--- src/rtl/aqua_pkg.sv ---
// Shared types for the aqua core: operator encoding, BRU issue lanes, writeback and predictor-update packages.
package aqua_pkg;

  typedef enum logic [4:0] {
    OP_NOP,
    OP_ADD,
    OP_SUB,
    OP_AND,
    OP_OR,
    OP_XOR,
    OP_SLL,
    OP_SRL,
    OP_SRA,
    OP_SLT,
    OP_SLTU,
    OP_BEQ,
    OP_BNE,
    OP_BLT,
    OP_BGE,
    OP_BLTU,
    OP_BGEU,
    OP_JAL,
    OP_JALR
  } operator_e;

  typedef struct packed {
    logic        valid;
    operator_e   instr_op;
    logic [31:0] pc;
    logic [31:0] rs1_data;
    logic [31:0] rs2_data;
    logic [31:0] imm;
    logic [4:0]  rd_addr;
    logic        wr_en;
    logic        prd_en;
    logic        prd_taken;
    logic [31:0] prd_target;
  } bru_lane_t;

  typedef struct packed {
    logic        valid;
    logic        wr_en;
    logic [4:0]  rd_buff;
    logic [31:0] data_buff;
    logic        is_instr2;
  } uv_buff_t;

  typedef struct packed {
    logic        update_en;
    logic [31:0] pc_lookup;
    logic [31:0] target;
    logic        taken;
    logic        valid;
  } branch_t;

  typedef struct packed {
    logic        valid;
    logic [31:0] pc;
  } redirect_t;

  function automatic logic is_jump_op(input operator_e op);
    return (op == OP_JAL) || (op == OP_JALR);
  endfunction

  function automatic logic is_ctrl_op(input operator_e op);
    return op inside {OP_BEQ, OP_BNE, OP_BLT, OP_BGE, OP_BLTU, OP_BGEU, OP_JAL, OP_JALR};
  endfunction

endpackage

--- src/rtl/bru_lane_resolve.sv ---
// Single-lane combinational branch resolve: condition compare, target/link generation, ALU path, mispredict.
module comparator_32bit (
  input  logic [31:0] a,
  input  logic [31:0] b,
  output logic        eq,
  output logic        lt,
  output logic        ltu
);
  assign eq  = (a == b);
  assign lt  = ($signed(a) < $signed(b));
  assign ltu = (a < b);
endmodule

module bru_lane_resolve
  import aqua_pkg::*;
(
  input  logic        valid,
  input  operator_e   instr_op,
  input  logic [31:0] pc,
  input  logic [31:0] rs1_data,
  input  logic [31:0] rs2_data,
  input  logic [31:0] imm,
  input  logic        prd_taken,
  input  logic [31:0] prd_target,
  output logic        taken,
  output logic [31:0] target,
  output logic [31:0] link,
  output logic [31:0] correct_pc,
  output logic [31:0] result,
  output logic        mispredict
);
  logic        eq;
  logic        lt;
  logic        ltu;
  logic        ctrl;
  logic [31:0] jalr_sum;

  comparator_32bit u_cmp (
    .a   (rs1_data),
    .b   (rs2_data),
    .eq  (eq),
    .lt  (lt),
    .ltu (ltu)
  );

  assign ctrl     = is_ctrl_op(instr_op);
  assign jalr_sum = rs1_data + imm;
  assign link     = pc + 32'd4;
  assign target   = (instr_op == OP_JALR) ? {jalr_sum[31:1], 1'b0} : pc + imm;

  always_comb begin
    taken = 1'b0;
    case (instr_op)
      OP_BEQ:          taken = eq;
      OP_BNE:          taken = ~eq;
      OP_BLT:          taken = lt;
      OP_BGE:          taken = ~lt;
      OP_BLTU:         taken = ltu;
      OP_BGEU:         taken = ~ltu;
      OP_JAL, OP_JALR: taken = 1'b1;
      default:         taken = 1'b0;
    endcase
  end

  // Immediate ALU forms arrive with the immediate already placed in rs2_data by decode.
  always_comb begin
    result = '0;
    case (instr_op)
      OP_ADD:  result = rs1_data + rs2_data;
      OP_SUB:  result = rs1_data - rs2_data;
      OP_AND:  result = rs1_data & rs2_data;
      OP_OR:   result = rs1_data | rs2_data;
      OP_XOR:  result = rs1_data ^ rs2_data;
      OP_SLL:  result = rs1_data << rs2_data[4:0];
      OP_SRL:  result = rs1_data >> rs2_data[4:0];
      OP_SRA:  result = 32'($signed(rs1_data) >>> rs2_data[4:0]);
      OP_SLT:  result = {31'd0, lt};
      OP_SLTU: result = {31'd0, ltu};
      default: result = '0;
    endcase
  end

  assign correct_pc = taken ? target : link;
  assign mispredict = valid & ctrl &
                      ((taken != prd_taken) | (taken & (target != prd_target)));

endmodule

--- src/rtl/bru_multi.sv ---
// Multi-lane pipelined branch resolution unit (E1 capture, E2 writeback/redirect, oldest-first select).
// Optional perf counters enabled by defining BRU_PERF_CNT_EN.
module bru_multi
  import aqua_pkg::*;
#(
  parameter int unsigned NUM_LANE = 2,
  parameter int unsigned CNT_W    = 32
) (
  input  logic                          i_clk,
  input  logic                          i_rst,
  input  logic                          i_stall,
  input  logic                          i_flush,
  input  bru_lane_t [NUM_LANE-1:0]      i_lane,
  output uv_buff_t  [NUM_LANE-1:0]      o_wb,
  output branch_t   [NUM_LANE-1:0]      o_prd,
  output logic                          o_redirect_valid,
  output logic      [31:0]              o_redirect_pc,
  output logic      [CNT_W-1:0]         o_br_cnt,
  output logic      [CNT_W-1:0]         o_mis_cnt
);
  bru_lane_t [NUM_LANE-1:0] e1_q;
  bru_lane_t [NUM_LANE-1:0] e1_d;
  uv_buff_t  [NUM_LANE-1:0] wb_d;
  uv_buff_t  [NUM_LANE-1:0] wb_q;
  branch_t   [NUM_LANE-1:0] prd_d;
  branch_t   [NUM_LANE-1:0] prd_q;
  redirect_t                redir_d;
  redirect_t                redir_q;

  logic [NUM_LANE-1:0] taken;
  logic [NUM_LANE-1:0] mis;
  logic [NUM_LANE-1:0] squash;
  logic [NUM_LANE-1:0] live;
  logic [31:0]         target     [NUM_LANE];
  logic [31:0]         link       [NUM_LANE];
  logic [31:0]         correct_pc [NUM_LANE];
  logic [31:0]         result     [NUM_LANE];
  logic                found;

  for (genvar g = 0; g < NUM_LANE; g++) begin : g_lane
    bru_lane_resolve u_resolve (
      .valid      (e1_q[g].valid),
      .instr_op   (e1_q[g].instr_op),
      .pc         (e1_q[g].pc),
      .rs1_data   (e1_q[g].rs1_data),
      .rs2_data   (e1_q[g].rs2_data),
      .imm        (e1_q[g].imm),
      .prd_taken  (e1_q[g].prd_taken),
      .prd_target (e1_q[g].prd_target),
      .taken      (taken[g]),
      .target     (target[g]),
      .link       (link[g]),
      .correct_pc (correct_pc[g]),
      .result     (result[g]),
      .mispredict (mis[g])
    );
  end

  // Oldest mispredicting lane wins; every lane after it is squashed.
  always_comb begin
    squash  = '0;
    redir_d = '0;
    found   = 1'b0;
    for (int unsigned i = 0; i < NUM_LANE; i++) begin
      squash[i] = found;
      if (mis[i] && !found) begin
        found         = 1'b1;
        redir_d.valid = 1'b1;
        redir_d.pc    = correct_pc[i];
      end
    end
  end

  always_comb begin
    wb_d  = '0;
    prd_d = '0;
    live  = '0;
    for (int unsigned i = 0; i < NUM_LANE; i++) begin
      live[i]              = e1_q[i].valid & ~squash[i];
      wb_d[i].valid        = live[i];
      wb_d[i].wr_en        = live[i] & e1_q[i].wr_en;
      wb_d[i].rd_buff      = e1_q[i].rd_addr;
      wb_d[i].data_buff    = is_jump_op(e1_q[i].instr_op) ? link[i] : result[i];
      wb_d[i].is_instr2    = live[i] & (i != 0);
      prd_d[i].update_en   = live[i] & e1_q[i].prd_en;
      prd_d[i].pc_lookup   = e1_q[i].pc;
      prd_d[i].target      = target[i];
      prd_d[i].taken       = taken[i];
      prd_d[i].valid       = live[i] & is_ctrl_op(e1_q[i].instr_op);
    end
  end

  // The bundle entering E1 is younger than anything resolving now, so a redirect kills it.
  always_comb begin
    e1_d = i_lane;
    for (int unsigned i = 0; i < NUM_LANE; i++) begin
      e1_d[i].valid = i_lane[i].valid & ~i_flush & ~redir_d.valid;
    end
  end

  always_ff @(posedge i_clk) begin
    if (i_rst) begin
      e1_q <= '0;
    end else if (!i_stall) begin
      e1_q <= e1_d;
    end
  end

  always_ff @(posedge i_clk) begin
    if (i_rst) begin
      wb_q    <= '0;
      prd_q   <= '0;
      redir_q <= '0;
    end else if (!i_stall) begin
      if (i_flush) begin
        wb_q    <= '0;
        prd_q   <= '0;
        redir_q <= '0;
      end else begin
        wb_q    <= wb_d;
        prd_q   <= prd_d;
        redir_q <= redir_d;
      end
    end
  end

  assign o_wb             = wb_q;
  assign o_prd            = prd_q;
  assign o_redirect_valid = redir_q.valid;
  assign o_redirect_pc    = redir_q.pc;

`ifdef BRU_PERF_CNT_EN
  localparam int unsigned INC_W = $clog2(NUM_LANE + 1);

  logic [INC_W-1:0] br_inc;
  logic [CNT_W:0]   br_sum;
  logic [CNT_W:0]   mis_sum;
  logic [CNT_W-1:0] br_cnt_q;
  logic [CNT_W-1:0] mis_cnt_q;

  always_comb begin
    br_inc = '0;
    for (int unsigned i = 0; i < NUM_LANE; i++) begin
      br_inc = br_inc + INC_W'(prd_q[i].valid);
    end
  end

  // One extra carry bit detects overflow so the counters stick at all-ones.
  assign br_sum  = {1'b0, br_cnt_q} + (CNT_W + 1)'(br_inc);
  assign mis_sum = {1'b0, mis_cnt_q} + (CNT_W + 1)'(redir_q.valid);

  always_ff @(posedge i_clk) begin
    if (i_rst) begin
      br_cnt_q  <= '0;
      mis_cnt_q <= '0;
    end else if (!i_stall) begin
      br_cnt_q  <= br_sum[CNT_W]  ? '1 : br_sum[CNT_W-1:0];
      mis_cnt_q <= mis_sum[CNT_W] ? '1 : mis_sum[CNT_W-1:0];
    end
  end

  assign o_br_cnt  = br_cnt_q;
  assign o_mis_cnt = mis_cnt_q;
`else
  assign o_br_cnt  = '0;
  assign o_mis_cnt = '0;
`endif

endmodule

--- config.mk ---
export PLATFORM = sky130hd
export DESIGN_NAME = bru_multi
export DESIGN_NICKNAME = d
export VERILOG_FILES = /design/src/rtl/aqua_pkg.sv /design/src/rtl/bru_lane_resolve.sv /design/src/rtl/bru_multi.sv
export SDC_FILE = /design/constraint.sdc
export NUM_CORES = 2
export LEC_CHECK = 0
export CAP_MARGIN = 5
export CELL_PAD_IN_SITES_DETAIL_PLACEMENT = 1
export CELL_PAD_IN_SITES_GLOBAL_PLACEMENT = 2
export CORE_ASPECT_RATIO = 1.1
export CORE_MARGIN = 5
export CORE_UTILIZATION = 30
export CTS_CLUSTER_DIAMETER = 40
export DETAILED_ROUTE_END_ITERATION = 16
export PLACE_DENSITY = 0.82
export SYNTH_ARGS = -nofsm -noshare
export SYNTH_HDL_FRONTEND = slang
export SYNTH_SLANG_ARGS = --single-unit
--- constraint.sdc ---
create_clock -name i_clk -period 6.26 [get_ports i_clk]
set_input_delay 1.252 -clock i_clk [delete_from_list [all_inputs] [get_ports i_clk]]
set_output_delay 1.252 -clock i_clk [all_outputs]
set_load 0.05 [all_outputs]
**Word level (Yosys, flattened, before mapping)**

Cells that the tools add are included.

- Add/subtract/negate cells: 10
- Multipliers: 0
- Div/mod/pow operators: 0
- Magnitude comparators: 4
- Equal/unequal tests: 42
- Shift-type cells: 6
- Multiplexer cells: 16
- Bitwise logic cells: 33
- Reduce and logical (&&, ||, !) cells: 8

Operators by type and width:

| operator | count |
|---|---|
| $pmux 32 s10 | 2 |
| $add 32x32->32 | 6 |
| $mux 32 | 6 |
| $mux 134 | 1 |
| $lt 32x32->1 | 4 |
| $mux 33 | 3 |
| $eq 5x4->1 const B | 16 |
| $mux 80 | 1 |
| $add 32x3->32 const B | 2 |
| $and 32x32->32 | 2 |
| $eq 32x32->1 | 2 |
| $ne 32x32->1 | 2 |
| $or 32x32->32 | 2 |
| $shl 32x5->32 | 2 |
| $shr 32x5->32 | 2 |
| $sshr 32x5->32 | 2 |
| $sub 32x32->32 | 2 |
| $xor 32x32->32 | 2 |
| $eq 5x3->1 const B | 8 |
| $eq 5x5->1 const B | 6 |
| $eq 5x2->1 const B | 4 |
| $and 1x1->1 | 16 |
| $reduce_bool 8->1 | 2 |
| $pmux 1 s7 | 2 |
| 9 further kinds | 22 |

- Bits in registers: 595
- Bits in latches: 0
- RAM bits: 0
- Bits in read-only memories: 0
- Input bits: 352
- Word-level logic and storage cells: 163
- Memories kept: 0

**Logic depth before layout (Yosys ltp)**

- Word-level depth: 12
- Gate-level depth with buffers: 20

**Hierarchy**

A second synthesis with hierarchy kept.

- Cells, all modules: 6,503
- Area, all modules: 50,442.1 µm²

By module, submodules not included:

| module | times used | cells an instance | area an instance (µm²) | sequential area each (µm²) |
|---|---|---|---|---|
| bru_multi | 1 | 2,369 | 23,025.8 | 11,871.4 |
| bru_lane_resolve (g_lane[0].u_resolve) | 1 | 2,029 | 13,409.1 | 0.0 |
| bru_lane_resolve (g_lane[1].u_resolve) | 1 | 1,875 | 12,355.6 | 0.0 |
| comparator_32bit | 2 | 115 | 825.8 | 0.0 |

**Worst setup path before layout**

Ideal clock, no wire load.

- Path kind: reg-to-reg
- Start: register e1_q[74] in the netlist's numbering
- End: register redir_q, in the netlist o_redirect_pc[12]
- Setup time: 0.123 ns
- Data arrival time: 4.694 ns
- Setup slack: 1.443 ns
- Cell stages (with the launch flop): 21
- Buffers on the path: 5
- Path through: dfxtp_1 -> inv_1 -> clkbuf_1 -> buf_1 -> clkbuf_1 -> ha_1 -> inv_1 -> a21oi_1 -> o21ai_1 -> a311oi_1 -> o31ai_1 -> a211oi_2 -> mux2i_2 -> nor4b_2 -> o2111a_1 -> nand4_1 -> or3_1 -> buf_6 -> buf_6 -> a32oi_1 -> o21ai_1

- Word-level cells in the longest chain between the ends: 11

RTL lines:

| element | RTL line | RTL |
|---|---|---|
| start, declared | bru_multi.sv:21 | `bru_lane_t [NUM_LANE-1:0] e1_q;` |
| start signal, assigned | bru_multi.sv:103 | `e1_q <= '0;` |
| start signal, assigned | bru_multi.sv:105 | `e1_q <= e1_d;` |
| $lt 32x32->1, or another cell as far along | bru_lane_resolve.sv:11 | `assign ltu = (a < b);` |
| $not 1->1 (on tied branches) | bru_lane_resolve.sv:59, bru_lane_resolve.sv:55, bru_lane_resolve.sv:57 |  |
| $pmux 1 s7 (*) | bru_lane_resolve.sv:53 | `case (instr_op)` |
| $ne 1x1->1 / $and 1x1->1 (equally long branches) | bru_lane_resolve.sv:85 | `((taken != prd_taken) \| (taken & (target != prd_target)));` |
| $or 1x1->1 | bru_lane_resolve.sv:85 |  |
| $and 1x1->1 | bru_lane_resolve.sv:84 | `assign mispredict = valid & ctrl &` |
| $mux 1 | bru_multi.sv:66 | `if (mis[i] && !found) begin` |
| $logic_not 1->1 | bru_multi.sv:66 |  |
| $logic_and 1x1->1 | bru_multi.sv:66 |  |
| $mux 33 (*) | bru_multi.sv:66 |  |
| $mux 33 (*) | bru_multi.sv:115 | `if (i_flush) begin` |
| end signal, assigned | bru_multi.sv:122 | `redir_q <= redir_d;` |
| end, declared | bru_multi.sv:28 | `redirect_t redir_q;` |

Every way passes the cells marked *; elsewhere a longest branch is shown, timed or not.
A chain may end at the register's enable or synchronous reset.

**Worst setup path after layout**

- Start: register e1_q[105] in the netlist's numbering
- End: register redir_q, in the netlist o_redirect_pc[29]

- Word-level cells in the longest chain between the ends: 11

RTL lines:

| element | RTL line | RTL |
|---|---|---|
| $add 32x32->32, or another cell as far along | bru_lane_resolve.sv:47 | `assign jalr_sum = rs1_data + imm;` |
| $mux 32, or another cell as far along | bru_lane_resolve.sv:49 | `assign target = (instr_op == OP_JALR) ? {jalr_sum[31:1], 1'b0} : pc + imm;` |
| $ne 32x32->1 / $pmux 1 s7 (equally long branches) | bru_lane_resolve.sv:85, bru_lane_resolve.sv:53 |  |
| $and 1x1->1 / $ne 1x1->1 (equally long branches) | bru_lane_resolve.sv:85 |  |
| $or 1x1->1 | bru_lane_resolve.sv:85 |  |
| $and 1x1->1 | bru_lane_resolve.sv:84 |  |
| $mux 1 | bru_multi.sv:66 |  |
| $logic_not 1->1 | bru_multi.sv:66 |  |
| $logic_and 1x1->1 | bru_multi.sv:66 |  |
| $mux 33 (*) | bru_multi.sv:66 |  |
| $mux 33 (*) | bru_multi.sv:115 |  |

Marks and branches as above.

==> results.ini <==
[run_status]
outcome=complete, no violations

[cts]
cts_buffer_depth=3
hold_buffers=0
clock_latency_ns=0.81
cts_root_buffer=clkbuf_16
h-tree-depth=3
cts_buffers=121
clk_pin_slew_ns=0.06
ctsResizeCount=0
cts.sinks=593
post_cts_buffers=0
cts_tree=yes

[sta]
fin_crit_sh_pct=91.9
drv_slew=0
period_minus_slack_ns=5.76
max_slew_margin_pct=15.3
rsz0062_at_grt=false
setup_tns_ns=0
fin_skew_ns=0.0818
finalHoldViolCount=0
setup_viol=0
tightest_slew_ns=1.26
fmax_mhz=174

[drt]
vias=55400
routed_wl_mm=292
wl_per_cell_um=31.4
ant_nets=0
viasPerCell=5.95
firstDrtPassIters=6
dr.first_iter.drc_count=4704
route.detailed.drc=0

[setup_path]
start_kind=register
worstPathCellList=inv_1 -> fa_1 -> nor2b_1 -> o311a_1 -> o221a_2 -> o31a_1 -> xor2_1 -> o21ai_1 -> xnor2_1 -> a2111oi_0 -> buf_4 -> o2111a_1 -> nand4_1 -> or3_1 -> buf_4 -> and4_4 -> a311oi_2
cp_slowest_cell=dfxtp_1
slowest_delay_ns=0.66
cpMostUsedCell=buf_4
cp-end-kind=register
cp_data_required_time_ns=6.97
crit_arrival_ns=6.46
cp_max_fo=35
path_class=register to register

[synthesis]
post_synth.cell_area_avg_sq_um=7.67
yosysMostFrequentCell=nor2_1
ys_ff_latch=593
netlist_instances=6527
synth_area_leaders=dfxtp_1 (24%), mux2i_1 (9.9%), ha_1 (7.9%)
yosysWarnings=0
synth_cell_types=99
ys_seq_area_share_pct=23.7
synth-edff-count=0
synth-async-reset-ratio_pct=0
synth_common_cells=nor2_1 (1016), dfxtp_1 (593), a21oi_1 (526)
syn_area_sq_mm=0.0501
synth.largest_area_cell=dfxtp_1
synth_top_area_share_pct=23.7
synth-main-ff-cell=dfxtp_1

[power]
power_density_mw_per_mm2=241
ir_drop_v=0.000259
power_w=0.0151
leakage_nw=25.4

[grt]
grt_pass1_wl_mm=407
grt_max_degree=163
antenna_found_initial=32
grt_overflow=0
first_global_vias=55000
grtUsageTotal_pct=31.7

[finish]
fin_nets=7653
syn2layout_area_growth_pct=25.2
drive_above_1_share_pct=8.53
fill_cells=19900

[placed_design]
gp_congestion=1.00
portBuffers=597
dp_hpwl_mm=234

[job]
drv_cap=0

[floorplanning]
die_height_um=439
rows=157
io_pins=663
core-area_sq_mm=0.166
start_util_pct=30.1
die_width_um=400
die-area_sq_mm=0.175

[hold_path]
hp-class=register to register

kinds of logic after synthesis:
family | Yosys count | synth area share, %
buffers and inverters | 768 | 6.37
xor gates and xnor gates | 221 | 4.17
AOI/OAI and AO/OA | 1879 | 24.9
DFF | 593 | 23.7
and+or+nand+nor | 2162 | 19.9
adders and majority gates | 326 | 8.26
muxes | 577 | 12.6
other | 1 | 0.00749
sequential cells by signal (all words and copies together), names as in the netlist:
name and count:
e1_q 348, o_prd 134, o_redirect_pc 32, o_redirect_valid 1, o_wb 78
power breakdown:
group          switching (W)  internal [W]
Combinational        0.00268       0.00143
Sequential          0.000294       0.00395
Clock                0.00269       0.00405
path summary, 6_finish.rpt:
path	startpoint	to	slack, ns	cells after the start
setup / recovery	e1_q[105]	o_redirect_pc[29]	0.50	17
hold / removal	o_redirect_valid	o_redirect_valid	0.45	2
setup reg to reg	e1_q[105]	o_redirect_pc[29]	0.50	17
hold reg to reg	o_redirect_valid	o_redirect_valid	0.45	2
routing by layer:
| metal | wire length (um) | GRT usage [%] |
|---|---|---|
| met1 | 115000 | 38.0 |
| met2 | 133000 | 51.5 |
| met3 | 24300 | 7.60 |
| met4 | 20000 | 18.7 |
| met5 | 76 | 0 |
layout by cell type, fill, tap and decap left out, types with 55 or more instances in the layout:
cell type,netlist,final
xnor2_1,120,120
clkdlybuf4s50_1,0,594
nor3b_1,84,83
a22oi_1,119,119
o21ai_0,341,341
buf_4,68,193
nand2_1,393,389
a211oi_1,65,65
and3_1,55,55
clkbuf_16,0,121
ha_1,318,318
nor3_1,129,127
o21bai_1,57,57
xor2_1,90,90
nand3_1,113,111
a21oi_1,526,526
o211ai_1,82,82
nand4_1,79,79
a221oi_1,81,81
conb_1,1,65
mux2i_1,495,495
nor2_1,1016,1009
dfxtp_1,593,585
a21o_1,86,86
inv_1,230,230
per-stage QoR:
step           instance area, sq um  setup slack [ns]  hold slack, ns  cells  utilization (%)
6_report                      62700             0.504           0.453   9314             37.7
5_1_grt                       62700             0.271           0.471   9309             37.7
3_3_place_gp                  58400             0.597           0.428   9078             35.2
2_1_floorplan                 50300              1.44           0.447   6591                -
4_1_cts                       62700             0.512           0.451   9308             37.7
3_5_place_dp                  58400             0.567           0.441   9078             35.2
cell type report:
class | count | area [sq um] | share of cell area (%)
multi-input combinational | 5230 | 35400 | 56.4
sequential | 593 | 11900 | 18.9
clock inverter | 93 | 1060 | 1.70
tap | 2226 | 2790 | 4.44
antenna | 6 | 15.0 | 0.0239
clock buffer | 137 | 3180 | 5.07
timing repair buffer | 795 | 7540 | 12.0
inverter | 234 | 878 | 1.40
worst max-delay path: cells and delay by family (launching register included):
family	cells	cell delay, ns
compound gates	7	2.45
xor+xnor	2	0.25
fa+ha+maj	1	0.49
buf+inv	3	0.76
flops	1	0.66
simple gates	4	1.03
No activity file was read; power rests on OpenSTA's default activity.
